### config.mk
export PLATFORM = sky130hd
export DESIGN_NAME = sdf_r2_stage1
export DESIGN_NICKNAME = d
export VERILOG_FILES = /design/src/rtl/fft_pkg.sv /design/src/rtl/sdf_r2_bf1.sv /design/src/rtl/sdf_r2_stage1.sv
export SDC_FILE = /design/constraint.sdc
export NUM_CORES = 1
export LEC_CHECK = 0
export CORE_MARGIN = 5
export CORE_UTILIZATION = 35
export CTS_CLUSTER_DIAMETER = 80
export DETAILED_ROUTE_END_ITERATION = 12
export GPL_ROUTABILITY_DRIVEN = 0
export PLACE_DENSITY = 0.5
export SYNTH_ARGS = -nofsm -noshare
export SYNTH_HDL_FRONTEND = slang
export SYNTH_SLANG_ARGS = --single-unit
### constraint.sdc
create_clock -name clk -period 7.45 [get_ports clk]
set_clock_uncertainty 0.15 [all_clocks]
set_input_delay 1.49 -clock clk [delete_from_list [all_inputs] [get_ports clk]]
set_output_delay 1.49 -clock clk [all_outputs]
set_load 0.02 [all_outputs]
### src/rtl/fft_pkg.sv
// Shared definitions for the 32-point SDF FFT pipeline: frame geometry,
// sample widths, stage FSM states and the bin-index bit reversal.
package fft_pkg;

  localparam int N     = 32;
  localparam int LOG2N = 5;
  localparam int IN_W  = 17;
  localparam int OUT_W = IN_W + 1;

  typedef enum logic [1:0] {
    IDLE = 2'd0,
    HEAD = 2'd1,
    TAIL = 2'd2
  } state_t;

  // Reverses the low w bits of v; bits at and above w come back as zero.
  function automatic logic [31:0] bit_reverse(input logic [31:0] v, input int unsigned w);
    logic [31:0] r;
    r = '0;
    for (int unsigned i = 0; i < 32; i++) begin
      if (i < w) r[i] = v[5'(w - 1 - i)];
    end
    return r;
  endfunction

endpackage

### src/rtl/sdf_r2_bf1.sv
// Radix-2 butterfly core: sign-extends the new sample and forms
// new+delayed and delayed-new at full output width.
module sdf_r2_bf1 #(
  parameter int IN_W  = 17,
  parameter int OUT_W = IN_W + 1
) (
  input  logic signed [IN_W-1:0]  a_r,
  input  logic signed [IN_W-1:0]  a_i,
  input  logic signed [OUT_W-1:0] d_r,
  input  logic signed [OUT_W-1:0] d_i,
  output logic signed [OUT_W-1:0] ext_r,
  output logic signed [OUT_W-1:0] ext_i,
  output logic signed [OUT_W-1:0] sum_r,
  output logic signed [OUT_W-1:0] sum_i,
  output logic signed [OUT_W-1:0] diff_r,
  output logic signed [OUT_W-1:0] diff_i
);

  always_comb begin
    ext_r  = OUT_W'(a_r);
    ext_i  = OUT_W'(a_i);
    sum_r  = ext_r + d_r;
    sum_i  = ext_i + d_i;
    diff_r = d_r - ext_r;
    diff_i = d_i - ext_i;
  end

endmodule

### src/rtl/sdf_r2_stage1.sv
// Final radix-2 SDF stage: registers the upstream sample, pairs it through a
// 1-deep feedback delay and emits sum then difference in bit-reversed order.
module sdf_r2_stage1 #(
  parameter int N     = fft_pkg::N,
  parameter int IN_W  = fft_pkg::IN_W,
  parameter int OUT_W = IN_W + 1
) (
  input  logic                    clk,
  input  logic                    rst,
  input  logic                    in_valid,
  input  logic signed [IN_W-1:0]  in_r,
  input  logic signed [IN_W-1:0]  in_i,
  output logic                    out_valid,
  output logic signed [OUT_W-1:0] out_r,
  output logic signed [OUT_W-1:0] out_i,
  output logic [$clog2(N)-1:0]    out_idx,
  output logic                    frame_done
);

  import fft_pkg::*;

  localparam int LW = $clog2(N);

  logic                    a_vld;
  logic signed [IN_W-1:0]  a_r, a_i;
  logic signed [OUT_W-1:0] d_r, d_i;
  logic                    pend;
  state_t                  state;
  logic [LW-1:0]           in_cnt, out_cnt;

  logic signed [OUT_W-1:0] ext_r, ext_i, sum_r, sum_i, diff_r, diff_i;
  logic                    emit;
  logic signed [OUT_W-1:0] emit_r, emit_i;

  sdf_r2_bf1 #(
    .IN_W  (IN_W),
    .OUT_W (OUT_W)
  ) u_bf1 (
    .a_r    (a_r),
    .a_i    (a_i),
    .d_r    (d_r),
    .d_i    (d_i),
    .ext_r  (ext_r),
    .ext_i  (ext_i),
    .sum_r  (sum_r),
    .sum_i  (sum_i),
    .diff_r (diff_r),
    .diff_i (diff_i)
  );

  // A tail can never arrive while a difference is pending, so the two
  // output sources are mutually exclusive.
  always_comb begin
    emit   = 1'b0;
    emit_r = '0;
    emit_i = '0;
    if (state == TAIL && a_vld) begin
      emit   = 1'b1;
      emit_r = sum_r;
      emit_i = sum_i;
    end else if (pend) begin
      emit   = 1'b1;
      emit_r = d_r;
      emit_i = d_i;
    end
  end

  always_ff @(posedge clk) begin
    if (rst) begin
      a_vld      <= 1'b0;
      a_r        <= '0;
      a_i        <= '0;
      d_r        <= '0;
      d_i        <= '0;
      pend       <= 1'b0;
      state      <= IDLE;
      in_cnt     <= '0;
      out_cnt    <= '0;
      out_valid  <= 1'b0;
      out_r      <= '0;
      out_i      <= '0;
      out_idx    <= '0;
      frame_done <= 1'b0;
    end else begin
      a_vld <= in_valid;
      a_r   <= in_r;
      a_i   <= in_i;

      if (pend) pend <= 1'b0;

      case (state)
        IDLE, HEAD: begin
          if (a_vld) begin
            d_r    <= ext_r;
            d_i    <= ext_i;
            in_cnt <= (state == IDLE) ? LW'(1) : in_cnt + LW'(1);
            state  <= TAIL;
          end
        end
        TAIL: begin
          if (a_vld) begin
            d_r    <= diff_r;
            d_i    <= diff_i;
            pend   <= 1'b1;
            in_cnt <= in_cnt + LW'(1);
            state  <= (in_cnt == LW'(N - 1)) ? IDLE : HEAD;
          end
        end
        default: state <= IDLE;
      endcase

      out_valid  <= emit;
      frame_done <= 1'b0;
      if (emit) begin
        out_r      <= emit_r;
        out_i      <= emit_i;
        out_idx    <= LW'(bit_reverse(32'(out_cnt), LW));
        out_cnt    <= (out_cnt == LW'(N - 1)) ? '0 : out_cnt + LW'(1);
        frame_done <= (out_cnt == LW'(N - 1));
      end
    end
  end

endmodule

==> results of run 1 <==
[area by class of cell]
cell class | count | area [µm²]
Tap cell | 324 | 405
Inverter | 75 | 282
Sequential cell | 127 | 2540
Multi-Input combinational cell | 805 | 5520
Timing Repair Buffer | 86 | 841
Fill cell | 2501 | 14000
Clock buffer | 20 | 467
Clock inverter | 12 | 156
[cells in the mapped netlist (5+ instances only)]
library cell	n	area share, %
clkinv_1	5	0.22
buf_1	6	0.26
o221ai_1	15	1.5
a22oi_1	7	0.61
buf_2	7	0.41
nand2_1	71	3.1
o211ai_1	8	0.70
inv_1	70	3.1
o31ai_1	9	0.78
o21ai_0	63	3.7
or4_1	5	0.44
o21a_1	12	1.0
xor2_1	12	1.2
dfxtp_1	127	30
nor2b_1	65	4.7
mux2i_1	24	2.8
nor3_1	20	1.2
clkbuf_1	52	2.3
a311oi_1	5	0.51
nand3_1	22	1.3
nand4_1	9	0.65
xnor2_1	38	3.9
and3_1	6	0.44
a2111oi_0	7	0.71
o21bai_1	9	0.78
o22ai_1	5	0.36
a31oi_1	13	0.94
nor2_1	91	4.0
a211oi_1	47	4.1
ha_1	72	10
mux2_2	6	0.78
nand2b_1	13	0.94
a21o_1	12	1.0
a21oi_1	78	4.5
[cell families (layout without fill, tap and decap cells)]
kind of cell               count (synthesis)  after routing  synth area share [%]
and+or+nand+nor                          325            325                  18.7
AOI/OAI and AO/OA                        324            324                  25.3
buffers and inverters                    141            193                  6.44
DFF                                      127            127                  29.5
adders and majority gates                 76             76                  11.4
xor gates and xnor gates                  50             50                  5.09
muxes                                     30             30                  3.57
[worst paths after layout]
path,endpoint,cells past startpoint,startpoint,slack (ps)
max,d_r[15]$_SDFFE_PP0P_,6,a_vld$_SDFF_PP0_,3570
min,out_idx[2]$_SDFFE_PP0N_,2,out_idx[2]$_SDFFE_PP0N_,300
max reg2reg,d_r[15]$_SDFFE_PP0P_,6,a_vld$_SDFF_PP0_,3570
min reg2reg,out_idx[2]$_SDFFE_PP0N_,2,out_idx[2]$_SDFFE_PP0N_,300
[state kept, by name, indices dropped and copies added, names as in the netlist]
signal,flops
out_r,18
in_cnt,5
out_idx,5
out_i,18
a_i,17
a_vld,1
pend,1
a_r,17
out_valid,1
out_cnt,5
d_i,18
state,2
frame_done,1
d_r,18
[critical path, delay by kind of cell (launching register included)]
kind               cells  cell delay [ps]
and+or+nand+nor        3             2230
AOI/OAI and AO/OA      3              610
DFF                    1              830
[metal layers]
layer / part of all wire [%] / vias up / global-route usage, %
li1: - / 3909 / -
met1: 50 / 3646 / 24.6
met2: 45 / 163 / 27.8
met3: 4.3 / 25 / 2.82
met4: 1.3 / 0 / 4.20
met5: 0 / - / 0
[power breakdown]
| part | switching [mW] | total, mW | internal, mW |
|---|---|---|---|
| clock network | 0.333 | 0.888 | 0.555 |
| logic | 0.230 | 0.396 | 0.167 |
| registers | 0.0380 | 0.747 | 0.709 |
| total | 0.601 | 2.03 | 1.43 |
[cells in the final DEF, fill, tap and decap left out, types with 7 or more instances in the layout]
cell type and count:
xor2_1 12, buf_4 8, xnor2_1 38, nor2b_1 65, a21oi_1 78, o21bai_1 9
o21a_1 12, clkbuf_16 17, a31oi_1 13, nor2_1 90, ha_1 72, nand3_1 22
dfxtp_1 126, a211oi_1 47, inv_1 70, a22oi_1 7, o21ai_0 63, o211ai_1 8
a2111oi_0 7, nand2b_1 13, mux2i_1 24, nand4_1 9, nand2_1 71, o31ai_1 9
o221ai_1 15, nor3_1 20, clkdlybuf4s50_1 78, a21o_1 12
==> metrics, run 1 <==
Routed wire per std cell 16.9 µm; pre-CTS setup slack 3480 ps; distinct cell type count of the synthesized netlist 74; ant diodes 0; nets@finish 1,225; final hold viol count 0; Remaining DRCs 0; Syn Area/Cell about 8.0 µm²; Routed WL ~24,000 µm; Via Count 7,743; register area share after synthesis between 20 and 30%; ANT nets after route 0; number of synthesized flops with an enable pin 0; # placed instances 1,417; pin count of the biggest net entering global routing 66; post-detail-place hpwl between 15,000 and 20,000 µm; area delta synth->final 18.6%; Mapped Nets 1,186; Skew-Pair Late Insertion Delay 420 ps; post-cts sizing count 0; Max-Cap Viols 0; Startpoint Class flop; Leak 4.03 nW; share of cells above drive strength 1 5.78%; # setup viols final 0; vias in the first global route 7,454; buffers from clock root to sink, at most 2; RSZ-0062 raised after global routing false; GRT Total Usage 17.4%; CTS sink cnt around 130; die footprint 27,800 µm²; power density of the placed cells 199 nW/µm²; die height 167 µm; Inserted Clock Buffers 17; CP Capture Type flop; Slew Limit Headroom 23.7%; vias per cell 5.34; Main synth FF type dfxtp_1; critical path arrival 4100 ps; Final Non-Filler Cells 1,449; Initial Utilization 35.5%; Final period util 52.1%; crit path kind reg2reg; Min Clock Period, post-route 3880 ps; flops & latches, synth 127; Final Util a little over two fifths; Slowest Stage Delay on Critical Path 1090 ps; drt initial violations approximately 470; first-pass GRT wire length 40,300 µm; clock root buffer clkbuf_16; antenna violations before repair 0; Core ar. 24,200 µm²; hold buffer count at CTS 0; measured slew at the worst slew-check pin 1140 ps; Final Max Slew Viols 0; CTS tree yes; htree depth 4; First-pass DRT Iterations 5; Post-DP Area 9590 µm²; Critical Path RT 7660 ps; CP Max Fanout 24; row count 57; clock-pin slew of the registers on the worst-case setup and hold paths 60 ps; Hold Crit Class reg2reg; Tot Pwr 2.03 mW; IO buf count 79; final setup TNS 0 ps; mapped cell area ~8600 µm²; Chip Width 167 µm; Max Clk Rate around 0.26 GHz; grt ovf 0; Hold Worst Slack 301 ps; status completed; setup bufs post-CTS 0; asr flop ratio synth 0%; Cells after Synth 1,073; Yosys warnings 0; critical-path cell list nand2_1 > nor2_1 > o21ai_0 > or3_1 > o221ai_1 > a211o_1; # IOs 80; Worst path slowest cell nor2_1; Final Cell Area 10,200 µm²; Max IR drop VDD 0.118 mV; Worst Slack Setup Final 3570 ps
Note: power is estimated with default switching activity, not from simulation.
==> inputs of run 2 (changes only) <==
Settings changed: PLACE_DENSITY 0.5 to 0.52.
Clock period 7.45 ns to 3.2 ns, I/O delays scaled along.
==> metrics, run 2 (synthesis gave the netlist of run 1 again) <==
reg2reg end out_i[11]$_SDFFE_PP0N_; Initial Utilization 35.5%; Reg area approximately 2500 µm²; clock root buffer clkbuf_16; Slew Limit Headroom 53.9%; vias in the first global route 7,463; footprint of the multi-input gates 5520 µm²; clock-pin slew of the registers on the worst-case setup and hold paths approximately 60 ps; Leak 4.11 nW; critical path arrival about 3000 ps; Min Clock Period, post-route 2840 ps; post-cts sizing count 0; Routed wire per std cell roughly 17 µm; CTS tree yes; Final Max Slew Viols 0; setup bufs post-CTS 0; Worst Slack Setup Final around 360 ps; # placed instances 1,434; Skew-Pair Late Insertion Delay 430 ps; crit path kind reg2reg; drt initial violations 457; final hold viol count 0; WHS Endpoint out_idx[4]$_SDFFE_PP0N_; vias per cell 5.30; CP Capture Type flop; buffers from clock root to sink, at most 2; RSZ-0062 raised after global routing false; hold buffer count at CTS 0; CP Max Fanout 5; htree depth 4; CTS sink cnt ~130; R2R Setup Slk 360 ps; WHS Path Cells 2; measured slew at the worst slew-check pin about 690 ps; Slowest Stage Delay on Critical Path 480 ps; grt ovf 0; Max Clk Rate 0.352 GHz; Final period util 88.8%; Critical Path Source a_i[1]$_SDFF_PP0_; area delta synth->final 19.7%; most frequent cells in the layout dfxtp_1 (126), nor2_1 (90), a21oi_1 (78), clkdlybuf4s50_1 (78), ha_1 (72); Tot Pwr 4.69 mW; Max IR drop VDD 0.209 mV; Final Non-Filler Cells 1,466; First-pass DRT Iterations 5; antenna violations before repair 0; Startpoint Class flop; Remaining DRCs 0; critical hold path startpoint out_idx[4]$_SDFFE_PP0N_; row count 57; # IOs 80; layout filler cell count 2,480; # setup viols final 0; Worst path slowest cell a2111oi_2; Critical Path RT 3370 ps; post-detail-place hpwl 17,800 µm; first-pass GRT wire length 40,300 µm; power density of the placed cells 455 nW/µm²; leading cell type in the layout, fill and taps excluded dfxtp_1; Inserted Clock Buffers 17; FF-to-FF path depth 9; ANT nets after route 0; nets@finish between 1,000 and 1,500; final setup TNS 0 ps; die footprint 27,800 µm²; pre-CTS setup slack about 350 ps; status completed; pin count of the biggest net entering global routing 60; share of cells above drive strength 1 6.65%; GRT Total Usage 17.6%; Reg2Reg Launch Point a_i[1]$_SDFF_PP0_; Core ar. 24,200 µm²; Chip Width 167 µm; ant diodes 0; die height between 150 and 200 µm; Final Util 42.5%; Hold Crit Class reg2reg; critical-path cell list inv_1 > ha_1 > nand2b_1 > a2111oi_2 > nor3_1 > o31a_1 > a211oi_1 > a41oi_1 > a32o_1; Via Count approximately 7,800; IO buf count 79; Routed WL 24,700 µm; Max-Cap Viols 0
run 2: cell count changes in the layout (fill, tap and decap cells not counted), sizes merged:
cell and delta:
inv -2, buf +17, clkinvlp -4, clkbuf +6
run 2: worst max path at each step:
stage                             end  slack (ps)  depth (start not counted)
2_1_floorplan  out_i[11]$_SDFFE_PP0N_         650                          9
3_3_place_gp   out_i[11]$_SDFFE_PP0N_         350                          9
3_5_place_dp   out_i[11]$_SDFFE_PP0N_         350                          9
4_1_cts        out_i[11]$_SDFFE_PP0N_         330                          9
5_1_grt        out_i[17]$_SDFFE_PP0N_         180                          9
6_report       out_i[11]$_SDFFE_PP0N_         360                          9
run 2: where the power goes:
group	leakage [nW]	internal, mW	switching, mW
Sequential	1.04	1.65	0.0752
Combinational	2.78	0.405	0.554
Clock	0.292	1.28	0.725
run 2: final cells by class:
| type | count | area share, % |
|---|---|---|
| Clock buffer | 26 | 4.75 |
| Clock inverter | 6 | 1.02 |
| Inverter | 75 | 2.73 |
| Multi-Input combinational cell | 805 | 53.5 |
| Sequential cell | 127 | 24.7 |
| Tap cell | 324 | 3.93 |
| Timing Repair Buffer | 103 | 9.39 |
run 2: metrics by stage:
stage                     area, µm²  hold slack, ps
after detailed placement       9720             296
after global routing          10300             329
final                         10300             299
after CTS                     10300             302
after floorplan                8610             296
after global placement         9720             290
run 2: metal layers:
| layer | up-vias | wire length, µm | global-route usage, % |
|---|---|---|---|
| met5 | - | 0 | 0 |
| met4 | 0 | 412 | 5.44 |
| met3 | 25 | 945 | 2.42 |
| met2 | 154 | 11000 | 27.5 |
| met1 | 3652 | 12300 | 25.3 |
| li1 | 3945 | - | - |
run 2: worst max-delay path, delay by kind of cell, from the launching register on:
kind | cells | cell delay [ps]
simple gates | 2 | 340
compound gates | 5 | 1420
fa+ha+maj | 1 | 300
flops | 1 | 450
buf+inv | 1 | 70
==> inputs of run 3 (changes only) <==
Settings changed: CTS_CLUSTER_DIAMETER 80 to unset.
==> results of run 3 <==
No change in the layout: final DEF, timing and power equal those of run 2.
